**src/rtl/rx_pkg.sv**
```systemverilog
// rx_pkg: shared definitions for the serial receive path.
// Holds the word-alignment FSM state type and a helper that turns the
// log2 stage count into a word width.
package rx_pkg;

  typedef enum logic [1:0] {
    SEARCH,
    MARKER,
    LOCKED
  } deser_state_t;

  // Word width for a given log2 stage count.
  function automatic int word_w(input int stages);
    return 1 << stages;
  endfunction

endpackage

```
**src/rtl/deser_align.sv**
```systemverilog
// deser_align: single-clock serial-to-parallel receiver with word alignment.
// Bits arrive LSB first, one per clock.  Alignment is found from the TX
// framing: at least MIN_IDLE zero bits, then one all-ones marker word.  Once
// locked, every W bits produce one parallel word with a one-cycle strobe.
//
// Ports:
//   clk        sampling clock, din captured on posedge
//   rstb       asynchronous active-low reset
//   din        serial data bit (first bit received = word bit 0)
//   realign    synchronous request to drop lock and restart the search
//   dout       last completed word (holds between strobes)
//   dout_valid one-cycle strobe when dout updates
//   locked     high while the receiver is word-aligned
//   align_err  sticky flag: a marker started but was not all ones
module deser_align
  import rx_pkg::*;
#(
  parameter int STAGES   = 5,
  parameter int MIN_IDLE = 2 ** STAGES
) (
  input  logic                   clk,
  input  logic                   rstb,
  input  logic                   din,
  input  logic                   realign,
  output logic [2**STAGES-1:0]   dout,
  output logic                   dout_valid,
  output logic                   locked,
  output logic                   align_err
);

  localparam int W  = word_w(STAGES);
  localparam int ZW = $clog2(MIN_IDLE + 1);

  localparam logic [ZW-1:0]     MIN_Z   = ZW'(MIN_IDLE);
  localparam logic [STAGES-1:0] CNT_ONE = STAGES'(1);

  deser_state_t      state_q, state_d;
  logic [STAGES-1:0] cnt_q, cnt_d;
  logic [ZW-1:0]     zcnt_q, zcnt_d;
  // Only the W-1 most recent bits are kept: the word's last bit is taken
  // straight from din on the completing edge, and the oldest shifted-out
  // bit is never needed.
  logic [W-2:0]      sh_q, sh_d;
  logic [W-1:0]      shNext;
  logic [W-1:0]      dout_q, dout_d;
  logic              valid_q, valid_d;
  logic              err_q, err_d;

  assign shNext = {din, sh_q};

  always_comb begin
    state_d = state_q;
    cnt_d   = cnt_q;
    zcnt_d  = zcnt_q;
    sh_d    = sh_q;
    dout_d  = dout_q;
    valid_d = 1'b0;
    err_d   = err_q;

    // realign overrides everything; the bit sampled on this edge is dropped.
    if (realign) begin
      state_d = SEARCH;
      cnt_d   = '0;
      zcnt_d  = '0;
      err_d   = 1'b0;
    end else begin
      case (state_q)
        SEARCH: begin
          if (!din) begin
            if (zcnt_q < MIN_Z) begin
              zcnt_d = zcnt_q + 1'b1;
            end
          end else if (zcnt_q >= MIN_Z) begin
            // This one is marker bit 0, so the next bit is marker bit 1.
            state_d = MARKER;
            cnt_d   = CNT_ONE;
          end else begin
            zcnt_d = '0;
          end
        end

        MARKER: begin
          sh_d = shNext[W-1:1];
          if (!din) begin
            state_d = SEARCH;
            cnt_d   = '0;
            zcnt_d  = '0;
            err_d   = 1'b1;
          end else if (&cnt_q) begin
            state_d = LOCKED;
            cnt_d   = '0;
          end else begin
            cnt_d = cnt_q + 1'b1;
          end
        end

        LOCKED: begin
          sh_d  = shNext[W-1:1];
          cnt_d = cnt_q + 1'b1;
          if (&cnt_q) begin
            dout_d  = shNext;
            valid_d = 1'b1;
          end
        end

        default: begin
          state_d = SEARCH;
          cnt_d   = '0;
          zcnt_d  = '0;
        end
      endcase
    end
  end

  always_ff @(posedge clk or negedge rstb) begin
    if (!rstb) begin
      state_q <= SEARCH;
      cnt_q   <= '0;
      zcnt_q  <= '0;
      sh_q    <= '0;
      dout_q  <= '0;
      valid_q <= 1'b0;
      err_q   <= 1'b0;
    end else begin
      state_q <= state_d;
      cnt_q   <= cnt_d;
      zcnt_q  <= zcnt_d;
      sh_q    <= sh_d;
      dout_q  <= dout_d;
      valid_q <= valid_d;
      err_q   <= err_d;
    end
  end

  assign dout       = dout_q;
  assign dout_valid = valid_q;
  assign locked     = (state_q == LOCKED);
  assign align_err  = err_q;

endmodule

```
**config.mk**
```make
export PLATFORM = sky130hd
export DESIGN_NAME = deser_align
export DESIGN_NICKNAME = d
export VERILOG_FILES = /design/src/rtl/rx_pkg.sv /design/src/rtl/deser_align.sv
export SDC_FILE = /design/constraint.sdc
export NUM_CORES = 1
export LEC_CHECK = 0
export BUFFER_PORTS_ARGS = -buffer_cell sky130_fd_sc_hd__buf_4
export CAP_MARGIN = 40
export CORE_MARGIN = 1.5
export CORE_UTILIZATION = 35
export CTS_BUF_LIST = sky130_fd_sc_hd__clkbuf_4 sky130_fd_sc_hd__clkbuf_8
export DETAILED_ROUTE_END_ITERATION = 7
export PLACE_DENSITY = 0.6
export SYNTH_ARGS = -nofsm -noshare
export SYNTH_HDL_FRONTEND = slang
export SYNTH_SLANG_ARGS = --single-unit
```
**constraint.sdc**
```tcl
create_clock -name clk -period 2.9 [get_ports clk]
set_clock_uncertainty 0.05 [all_clocks]
set_input_delay 0.725 -clock clk [delete_from_list [all_inputs] [get_ports clk]]
set_output_delay 0.725 -clock clk [all_outputs]
set_load 0.005 [all_outputs]
```
==> flow_summary.toml <==
[floorplanning]
rows = 35
die_y_microns = 100
io_pins = 39
die_x_microns = 100
fp.coreArea_sq_um = 9200
start_util_pct = 35.9
die-area_sq_um = 10000

[finish]
antennaDiodeCount = 0
seq_area_sq_um = 1950
fin_cells = 394
fillers = 861
drive_above_1_share_pct = 45.2
final_util_pct = 42.6
final_nets = 290
area_growth_pct = 18.8
multiInputGateArea_sq_um = 1250
final_area_sq_um = 3920

[sta]
fmax_ghz = 0.459
rsz0062_at_grt = "no"
finalMaxSlewViolations = 0
tightest_slew_ns = 0.464
slew_headroom_pct = 69.1
setup_violations = 0
finalCriticalPeriod_ns = 2.18
final-hold-violation-count = 0
period_share_pct = 75.1
fin_tns_setup_ns = 0

[power_and_ir_drop]
internal_power_mw = 1.86
p_leak_nw = 1.96
pwr-share-comb_pct = 18.9
seq_power_share_pct = 48.5
vdd_drop_max_mv = 0.380
p_total_mw = 2.60
switching_power_mw = 0.736
netSwitchingFraction_pct = 28.3
clkPwrFrac_pct = 32.6
power.density_nw_per_um2 = 663

[synth]
avgSynthCellArea_sq_um = 14.0
syn_inst = 236
synth_top_area_cell = "dfrtp_1"
synth_flop_cell = "dfrtp_1"
synth-seq-cells = 78
yosys_warnings = 0
synth.distinct_cells = 39
synth-seq-area-share_pct = 59.2
mappedNetlistNets = 248
synth_edf_count = 0
synth_area_sq_um = 3300
yosysTopAreaCellShare_pct = 59.2
async_flop_share_pct = 100
synthTopCellsByCount = "dfrtp_1, mux2_2, inv_1, ha_1, buf_2"
yosysMostFrequentCell = "dfrtp_1"
ys_top_cells_by_area = "dfrtp_1, mux2_2, ha_1"

[critical_path]
reg2regPathDepth = 6
crit_path_max_incr_delay_ns = 0.41
cp-endpoint = "locked"
crit_start = "state_q[0]"
end_kind = "primary output"
worstPathRequired_ns = 2.12
worstPathArrival_ns = 1.40
cp_common_cell = "buf_4"
cp_max_fo = 12
r2r-end = "zcnt_q[4]"
path_class = "reg -> out"
crit_chain = "inv_1, ha_1, buf_4, buf_4"
reg2reg_slack_ns = 0.89
worst_path_max_delay_cell = "dfrtp_1"
rr_startpoint = "state_q[0]"
critPathLaunchType = "register"

[cts]
cts_hold_buf = 0
post_cts_buffers = 0
clock_path_buffers = 2
cts_resized = 0
htree_levels = 3
root_buffer = "clkbuf_8"
clkTransAtPathRegs_ns = 0.08
cts_tree = "yes"
clkSinkCount = 78
worst_skew_pair.late_latency_ns = 0.34
cts_made_buffers = 9

[grt]
grt_max_degree = 45
grt_pass1_wl_mm = 10.0
grt_pass1_vias = 1993
grt-ovfl-total = 0
antenna_found_initial = 0
grtUsageTotal_pct = 12.7

[detailed_routing]
post_drt_wl_per_cell_microns = 14.6
vias = 2005
drt_iter0_markers = 91
drt-pass1-iter-count = 4
routed-wl-met2_mm = 2.67
met3_length_microns = 250
drcViolationCount = 0
viasPerCell = 5.09
ant_nets = 0
wl_met1_mm = 2.77
highest_layer = "met4"
totalWireLength_mm = 5.75

[placed_design]
placed_area_sq_um = 3710
hpwl_mm = 3.85
gp_congestion = 0.834
numPortBuffers = 38
placedCellCount = 378

[min_path]
hold_path_class = "in -> async"

[outcome]
status = "completed"

[job]
drv_cap = 0
-- metrics by stage --
stage	setup WS [ns]	hold slack (ns)
3_5_place_dp	0.716	0.448
6_report	0.723	0.277
2_1_floorplan	1.01	0.379
4_1_cts	0.724	0.288
5_1_grt	0.633	0.298
3_3_place_gp	0.719	0.445
-- critical path, delay by kind of cell (launching register included) --
family	cells	cell delay (ns)
adder cells (fa/ha/maj)	1	0.20
buffers and inverters	3	0.45
flip-flops	1	0.41
-- placed cells by master, fill, tap and decap left out, drive strengths merged, types with 2 or more instances in the layout --
| master | synthesis | layout |
|---|---|---|
| nand4 | 3 | 3 |
| ha | 8 | 8 |
| o2111ai | 2 | 2 |
| a21oi | 6 | 6 |
| nor2 | 5 | 5 |
| a211oi | 5 | 5 |
| nand2b | 3 | 3 |
| clkinvlp | 0 | 2 |
| or3 | 3 | 3 |
| and3 | 3 | 3 |
| nand2 | 6 | 6 |
| mux2 | 63 | 63 |
| o211ai | 4 | 4 |
| buf | 10 | 43 |
| o21ai | 6 | 6 |
| o31ai | 2 | 2 |
| nand3 | 3 | 3 |
| clkbuf | 2 | 12 |
| inv | 9 | 10 |
| dfrtp | 78 | 78 |
-- metal layers --
| metal | up-vias | track usage [%] |
|---|---|---|
| li1 | 936 | - |
| met2 | 36 | 19.2 |
| met3 | 9 | 4.60 |
| met5 | - | 0 |
| met1 | 1024 | 17.4 |
| met4 | 0 | 3.58 |
-- power by group through the flow --
stage	clock (mW)	combinational, mW	sequential [mW]
4_1_cts	0.876	0.498	1.26
3_3_place_gp	0	0.490	1.28
5_1_grt	0.928	0.555	1.28
3_5_place_dp	0	0.496	1.28
6_report	0.847	0.492	1.26
2_1_floorplan	0	0.385	1.26
-- worst min-delay path by stage --
stage,start,to,slack [ns]
detailed placement,dout[17],dout[17],0.45
finish,rstb,zcnt_q[1],0.28
CTS,rstb,zcnt_q[1],0.29
global route,rstb,zcnt_q[1],0.30
global placement,sh_q[0],sh_q[0],0.44
floorplan,rstb,align_err,0.38
-- area by class of cell --
| type | instances | share of cell area [%] |
|---|---|---|
| timing repair buffer | 43 | 8.55 |
| clock buffer | 12 | 4.05 |
| clock inverter | 4 | 1.37 |
| inverter | 9 | 0.862 |
| sequential | 78 | 49.8 |
| multi-input combinational | 137 | 31.8 |
| tap | 111 | 3.54 |
-- flip-flops by register name, indices dropped and copies added (netlist names) --
name	cells
cnt_q	5
dout_valid	1
sh_q	31
align_err	1
dout	32
state_q	2
zcnt_q	6
-- kinds of logic (layout without fill, tap and decap cells) --
| logic type | count (synthesis) | after routing | share of synthesized area, % |
|---|---|---|---|
| AOI/OAI and AO/OA | 33 | 33 | 7.28 |
| adders and majority gates | 8 | 8 | 3.03 |
| buffers and inverters | 21 | 68 | 3.22 |
| DFF | 78 | 78 | 59.2 |
| muxes | 63 | 63 | 21.5 |
| and+or+nand+nor | 33 | 33 | 5.80 |
No activity file was read; power rests on OpenSTA's default activity.
